==> src/rtl/instr_reg_arbiter.sv <==
// instr_reg_arbiter
//   Write-side arbiter and pointer sequencer for the 32-entry instruction
//   register. N_REQ requesters share the single write port through a
//   round-robin grant. Accepted writes go to sequential slots. read_pointer
//   follows allocation order, so the register acts as an in-order queue.
//   The head entry is offered to one consumer through a valid/ready handshake.
//
//   Optional feature macro: IRA_STATS_EN (adds grant_cnt / stall_cnt).
//
// Ports
//   clk, reset                   clock; synchronous active-high reset
//   req_valid/req_ready          per-requester handshake (req_ready one-hot)
//   req_opcode/req_op_a/req_op_b per-requester instruction fields
//   load_en, write_pointer,      register write strobe, slot and data
//   opcode, operand_a, operand_b
//   read_pointer                 head slot address
//   instruction_word             register read data at read_pointer
//   out_valid/out_ready/out_word head-of-queue handshake and data
//   count                        committed entries (0..32)
//   grant_cnt, stall_cnt         saturating statistics (IRA_STATS_EN only)
module instr_reg_arbiter #(
    parameter int N_REQ = 2,
    parameter int DEPTH = 32
) (
    input  logic                    clk,
    input  logic                    reset,
    input  logic [N_REQ-1:0]        req_valid,
    output logic [N_REQ-1:0]        req_ready,
    input  logic [N_REQ-1:0][3:0]   req_opcode,
    input  logic [N_REQ-1:0][31:0]  req_op_a,
    input  logic [N_REQ-1:0][31:0]  req_op_b,
    output logic                    load_en,
    output logic [4:0]              write_pointer,
    output logic [3:0]              opcode,
    output logic signed [31:0]      operand_a,
    output logic signed [31:0]      operand_b,
    output logic [4:0]              read_pointer,
    input  logic [67:0]             instruction_word,
    output logic                    out_valid,
    output logic [67:0]             out_word,
    input  logic                    out_ready,
    output logic [5:0]              count
`ifdef IRA_STATS_EN
    ,
    output logic [N_REQ-1:0][15:0]  grant_cnt,
    output logic [15:0]             stall_cnt
`endif
);

    localparam int RR_W = (N_REQ > 2) ? 2 : 1;

    logic [RR_W-1:0]  rr_ptr;
    logic [RR_W-1:0]  gidx;
    logic [RR_W-1:0]  cand;
    logic [N_REQ-1:0] grant;
    logic             found;
    logic             transfer;
    logic             full;
    logic             pop;
    logic [5:0]       alloc_count;
    logic [4:0]       wr_slot;

    // alloc_count includes writes still in the pipeline, so full blocks
    // grants before the committed count reaches DEPTH.
    assign full      = (alloc_count == 6'(DEPTH));
    assign out_valid = (count != 6'd0);
    assign pop       = out_valid & out_ready;
    assign out_word  = instruction_word;
    assign req_ready = grant;
    assign transfer  = |grant;

    // Round-robin search starting at rr_ptr, wrapping past N_REQ-1.
    always_comb begin
        grant = '0;
        gidx  = '0;
        cand  = '0;
        found = 1'b0;
        if (!full) begin
            for (int unsigned k = 0; k < N_REQ; k++) begin
                cand = RR_W'((32'(rr_ptr) + k) % N_REQ);
                if (!found && req_valid[cand]) begin
                    grant[cand] = 1'b1;
                    gidx        = cand;
                    found       = 1'b1;
                end
            end
        end
    end

    always_ff @(posedge clk) begin
        if (reset) begin
            rr_ptr        <= '0;
            load_en       <= 1'b0;
            write_pointer <= '0;
            opcode        <= '0;
            operand_a     <= '0;
            operand_b     <= '0;
            wr_slot       <= '0;
            read_pointer  <= '0;
            alloc_count   <= '0;
            count         <= '0;
        end else begin
            load_en <= transfer;
            if (transfer) begin
                opcode        <= req_opcode[gidx];
                operand_a     <= req_op_a[gidx];
                operand_b     <= req_op_b[gidx];
                write_pointer <= wr_slot;
                wr_slot       <= wr_slot + 5'd1;
                rr_ptr        <= (gidx == RR_W'(N_REQ - 1)) ? '0 : gidx + 1'b1;
            end
            if (pop) begin
                read_pointer <= read_pointer + 5'd1;
            end
            case ({transfer, pop})
                2'b10:   alloc_count <= alloc_count + 6'd1;
                2'b01:   alloc_count <= alloc_count - 6'd1;
                default: alloc_count <= alloc_count;
            endcase
            // Entry becomes committed the cycle after its write strobe.
            case ({load_en, pop})
                2'b10:   count <= count + 6'd1;
                2'b01:   count <= count - 6'd1;
                default: count <= count;
            endcase
        end
    end

`ifdef IRA_STATS_EN
    always_ff @(posedge clk) begin
        if (reset) begin
            grant_cnt <= '0;
            stall_cnt <= '0;
        end else begin
            for (int unsigned i = 0; i < N_REQ; i++) begin
                if (grant[i] && grant_cnt[i] != 16'hFFFF) begin
                    grant_cnt[i] <= grant_cnt[i] + 16'd1;
                end
            end
            if ((|req_valid) && full && stall_cnt != 16'hFFFF) begin
                stall_cnt <= stall_cnt + 16'd1;
            end
        end
    end
`endif

endmodule
==> config.mk <==
export PLATFORM = sky130hd
export DESIGN_NAME = instr_reg_arbiter
export DESIGN_NICKNAME = d
export VERILOG_FILES = /design/src/rtl/instr_reg_arbiter.sv
export SDC_FILE = /design/constraint.sdc
export NUM_CORES = 1
export LEC_CHECK = 0
export CAP_MARGIN = 5
export CORE_AREA = 4 4 140 142
export DETAILED_ROUTE_END_ITERATION = 7
export DIE_AREA = 0 0 144 146
export PLACE_DENSITY = 0.75
export REMOVE_ABC_BUFFERS = 1
export SLEW_MARGIN = 15
export SYNTH_ARGS = -nofsm -noshare
export SYNTH_HDL_FRONTEND = slang
export SYNTH_SLANG_ARGS = --single-unit
export TNS_END_PERCENT = 20
==> constraint.sdc <==
create_clock -name clk -period 9.2 [get_ports clk]
set_input_delay 1.38 -clock clk [delete_from_list [all_inputs] [get_ports clk]]
set_output_delay 1.38 -clock clk [all_outputs]
set_load 0.1 [all_outputs]
# Word level (Yosys, flattened, before mapping)
# Index checks and enable logic that the tools add are counted.
# word_totals
ff_bits,97
input_bits,209
output_inout_bits,156
word_cells,64
# op_classes
add_sub_neg,8
n_lt_le_gt_ge,5
n_eq_ne,5
n_mux,26
n_bitwise,2
n_reduce_logical,8
# op_table
op,n
$mux 32,4
$pmux 6 s2,2
$add 6x1->6 const B,2
$mux 1,12
$sub 6x1->6 const B,2
$add 5x1->5 const B,2
$mux 2,4
$mux 4,2
$eq 6x6->1 const B,1
$lt 1x2->1 const B,3
$reduce_bool 6->1,1
$eq 2x1->1 const B,2
$eq 2x2->1 const B,2
$reduce_bool 2->1,2
$logic_and 1x1->1,3
$add 1x1->1 const B,2
$demux 1 s1,2
$ge 1x1->1 const B,2
$or 2x2->2,1
$reduce_or 2->1,1
$and 1x1->1,1
$logic_not 1->1,1

# Logic depth before layout (Yosys ltp)
# logic_depth
ltp_word,12
ltp_mapped,11
depth_no_buf,10

# Worst setup path before layout
# No wires, ideal clock.
# synth_timing
path_kind,input port to output port
start,input port req_valid[1]
end,output port req_ready[0]
arrival_time_ns,3.746
required_ns,7.820
setup_slack_ns,4.074
stages,1
n_path_buf,0
cell_sequence,a221oi_1
# synth_via
elab_chain_len,8
elab_cells_between_ends,13
classes_between,10 x mux; 1 x bitwise; 2 x reduce/logical
# synth_rtl
item,line_no,rtl
from (decl),27,"input logic [N_REQ-1:0] req_valid,"
$mux 1 (not written as such) (2 in series),81,if (!found && req_valid[cand]) begin
$mux 1,81,
$mux 1,78,if (!full) begin
$logic_not 1->1,81,
$logic_and 1x1->1,81,
$mux 2 (*),81,
$mux 2 (*),78,
to (decl),28,"output logic [N_REQ-1:0] req_ready,"
# Mark *: on every way between the ends. The rest lies on a longest branch, timed or not. The select of a mux whose other input is x is not followed.

# Worst setup path in the final report
# layout_timing
start,input port req_valid[0]
end,output port req_ready[1]
# The elaborated chain is that of the path after synthesis.

==> impl_metrics.env <==
export IMPL_post_route_period_util_pct=54.6
export IMPL_gp_congestion=0.812
export IMPL_coreArea_sq_mm=0.0185
export IMPL_crit_chain="clkdlybuf4s50_1 > inv_1 > o221ai_4 > buf_4 > inv_1 > clkdlybuf4s50_1"
export IMPL_worstRegToRegCells=9
export IMPL_hold_viol_final=0
export IMPL_detail_route_antenna_nets=0
export IMPL_drive_above_1_share_pct=4.71
export IMPL_cts_setup_buffers=0
export IMPL_holdBufCountCts=0
export IMPL_r2r_slack_ns=5.44
export IMPL_cts_repair_resized=0
export IMPL_grt_max_degree=102
export IMPL_design_area_sq_mm=0.00732
export IMPL_whs_path_depth=2
export IMPL_syn_area_per_cell_sq_um=9.12
export IMPL_startpoint_type="primary input"
export IMPL_tritoncts="built"
export IMPL_firstDrtPassIters=4
export IMPL_fin_crit_ns=5.02
export IMPL_insertion_delay_ns=0.35
export IMPL_grt_pass1_vias=4418
export IMPL_regToRegEndpoint="alloc_count[5]"
export IMPL_antenna_cells=0
export IMPL_stdcell_count=934
export IMPL_drc_errors=0
export IMPL_clock_root_buffer="clkbuf_16"
export IMPL_placed_cell_area_sq_mm=0.00701
export IMPL_crit_buf_inv=5
export IMPL_core_rowCount=50
export IMPL_p_leak_uw=0.00309
export IMPL_ioPinCount=365
export IMPL_end_kind="output port"
export IMPL_port_buffers=228
export IMPL_path_delay_family="buffers and inverters"
export IMPL_hold_start="write_pointer[1]"
export IMPL_setup_viol=0
export IMPL_final_common_cell="clkdlybuf4s50_1"
export IMPL_syn_cell_area_sq_mm=0.00508
export IMPL_critPathKind="primary input to output port"
export IMPL_ys_warnings_count=0
export IMPL_drt_initial_drc_count=112
export IMPL_clkSinkCount=97
export IMPL_initial_core_util_pct=27.5
export IMPL_clockBufferDepth=2
export IMPL_syn2layout_area_growth_pct=44.1
export IMPL_wl_per_cell_um=21.1
export IMPL_status="finished clean"
export IMPL_layout_common_cells="226 x clkdlybuf4s50_1, 97 x dfxtp_1, 87 x nor2_1, 70 x a211oi_1, 69 x mux2i_1"
export IMPL_synth_ff_type="dfxtp_1"
export IMPL_rsz0062_at_grt="false"
export IMPL_finalClockSkew_ns=0.00802
export IMPL_critPathSlowestCell="clkdlybuf4s50_1"
export IMPL_slew_violations=0
export IMPL_p_per_area_mw_per_mm2=317
export IMPL_max_clock_freq_mhz=199
export IMPL_maxCapViolCount=0
export IMPL_netlist_instances=557
export IMPL_ys_types=45
export IMPL_dieArea_sq_mm=0.0210
export IMPL_hold_path_class="flop to flop"
export IMPL_ys_seq_area_share_pct=38.2
export IMPL_clk_pin_slew_ns=0.07
export IMPL_crit_fanout=27
export IMPL_die_w_um=144
export IMPL_grt_use_total_pct=18.2
export IMPL_ys_ff_latch=97
export IMPL_h_tree_depth=3
export IMPL_relSlewSlack_pct=22.4
export IMPL_synth_enable_flop_cells=0
export IMPL_fin_nets=918
export IMPL_required_ns=7.82
export IMPL_vias=4517
export IMPL_dp_cells=918
export IMPL_vdd_drop_max_v=0.000157
export IMPL_timing_rr_start="alloc_count[0]"
export IMPL_arrival_ns=3.64
export IMPL_grt_overflow=0
export IMPL_slowest_delay_ns=0.99
export IMPL_hold_end="write_pointer[1]"
export IMPL_antenna_found_initial=4
export IMPL_ys_async_sr_fraction_pct=0
export IMPL_grt_first_pass_wirelength_mm=28.3
export IMPL_worst_pin_slew_ns=1.16
export IMPL_detail_route_wirelength_mm=19.7
export IMPL_dp_hpwl_mm=15.0
export IMPL_via_per_inst=4.84
export IMPL_die_h_um=146
export IMPL_cts_buffers=9
routing by layer:
metal	global-route usage [%]	share of wire [%]	vias to the layer above
met5	9.33	1.5	-
met4	3.06	0.78	14
met3	17.1	20	23
met2	23.3	37	293
met1	21.7	41	2004
li1	-	-	2183
tightest hold or removal path: stages, from the launching register on:
cell	delay, ns
dfxtp_1	0.31
nand2_1	0.05
a21oi_1	0.05
through the flow:
| stage | worst slack (ns) | total power [uW] | hold WS [ns] | TNS, ns | utilization [%] |
|---|---|---|---|---|---|
| after floorplan | -1.20 | 1640 | 0.426 | -4.43 | - |
| after global placement | 4.13 | 1930 | 0.443 | 0 | 38.0 |
| after detailed placement | 4.06 | 1940 | 0.446 | 0 | 38.0 |
| after CTS | 4.16 | 2340 | 0.456 | 0 | 39.7 |
| after global routing | 4.09 | 2440 | 0.480 | 0 | 39.7 |
| final | 4.18 | 2320 | 0.455 | 0 | 39.7 |
sequential cells by signal, summed over array words and instances, names as in the netlist:
| register | cells |
|---|---|
| operand_b | 32 |
| count | 6 |
| load_en | 1 |
| read_pointer | 5 |
| opcode | 4 |
| write_pointer | 5 |
| operand_a | 32 |
| wr_slot | 5 |
| rr_ptr | 1 |
| alloc_count | 6 |
worst max-delay path by stage:
stage / from / end / slack (ns) / depth (start not counted)
6_report: req_valid[0] / req_ready[1] / 4.18 / 6
5_1_grt: req_valid[0] / req_ready[1] / 4.09 / 6
4_1_cts: req_valid[0] / req_ready[1] / 4.16 / 6
3_5_place_dp: req_valid[1] / alloc_count[5] / 4.06 / 11
3_3_place_gp: req_valid[1] / alloc_count[5] / 4.13 / 11
2_1_floorplan: req_valid[0] / alloc_count[5] / -1.20 / 9
logic make-up after synthesis:
group,synth area share (%)
flip-flops,38.2
adder cells (fa/ha/maj),3.74
XOR/XNOR,1.90
multiplexers,14.0
AND/OR/NAND/NOR,11.8
AO/OA/AOI/OAI,15.8
buffers and inverters,14.5
cells in the mapped netlist, drive strengths merged, types with 3 or more instances:
| library cell | count | area [sq um] |
|---|---|---|
| a211o | 3 | 26.3 |
| a211oi | 70 | 526 |
| a21o | 4 | 30.0 |
| a21oi | 16 | 80.1 |
| buf | 76 | 586 |
| clkbuf | 29 | 109 |
| dfxtp | 97 | 1940 |
| ha | 12 | 150 |
| inv | 10 | 37.5 |
| mux2i | 69 | 691 |
| nand2 | 22 | 82.6 |
| nor2 | 87 | 327 |
| nor2b | 4 | 25.0 |
| o211ai | 3 | 22.5 |
| o21a | 3 | 22.5 |
| o21ai | 4 | 20.0 |
| or2 | 3 | 18.8 |
| or4b | 3 | 30.0 |
| xnor2 | 3 | 26.3 |
| xor2 | 8 | 70.1 |
area by class of cell:
cell class	instances	area (sq um)
Inverter	11	41.3
Clock buffer	10	239
Sequential cell	97	1940
Timing Repair Buffer	232	2310
Multi-Input combinational cell	344	2430
Fill cell	1815	11100
Clock inverter	6	66.3
Tap cell	234	293
power breakdown:
part	switching (uW)	internal [uW]
combinational	962	379
clock	172	220
sequential	69.1	518
total	1200	1120
Power figures use the tool's default switching activity.
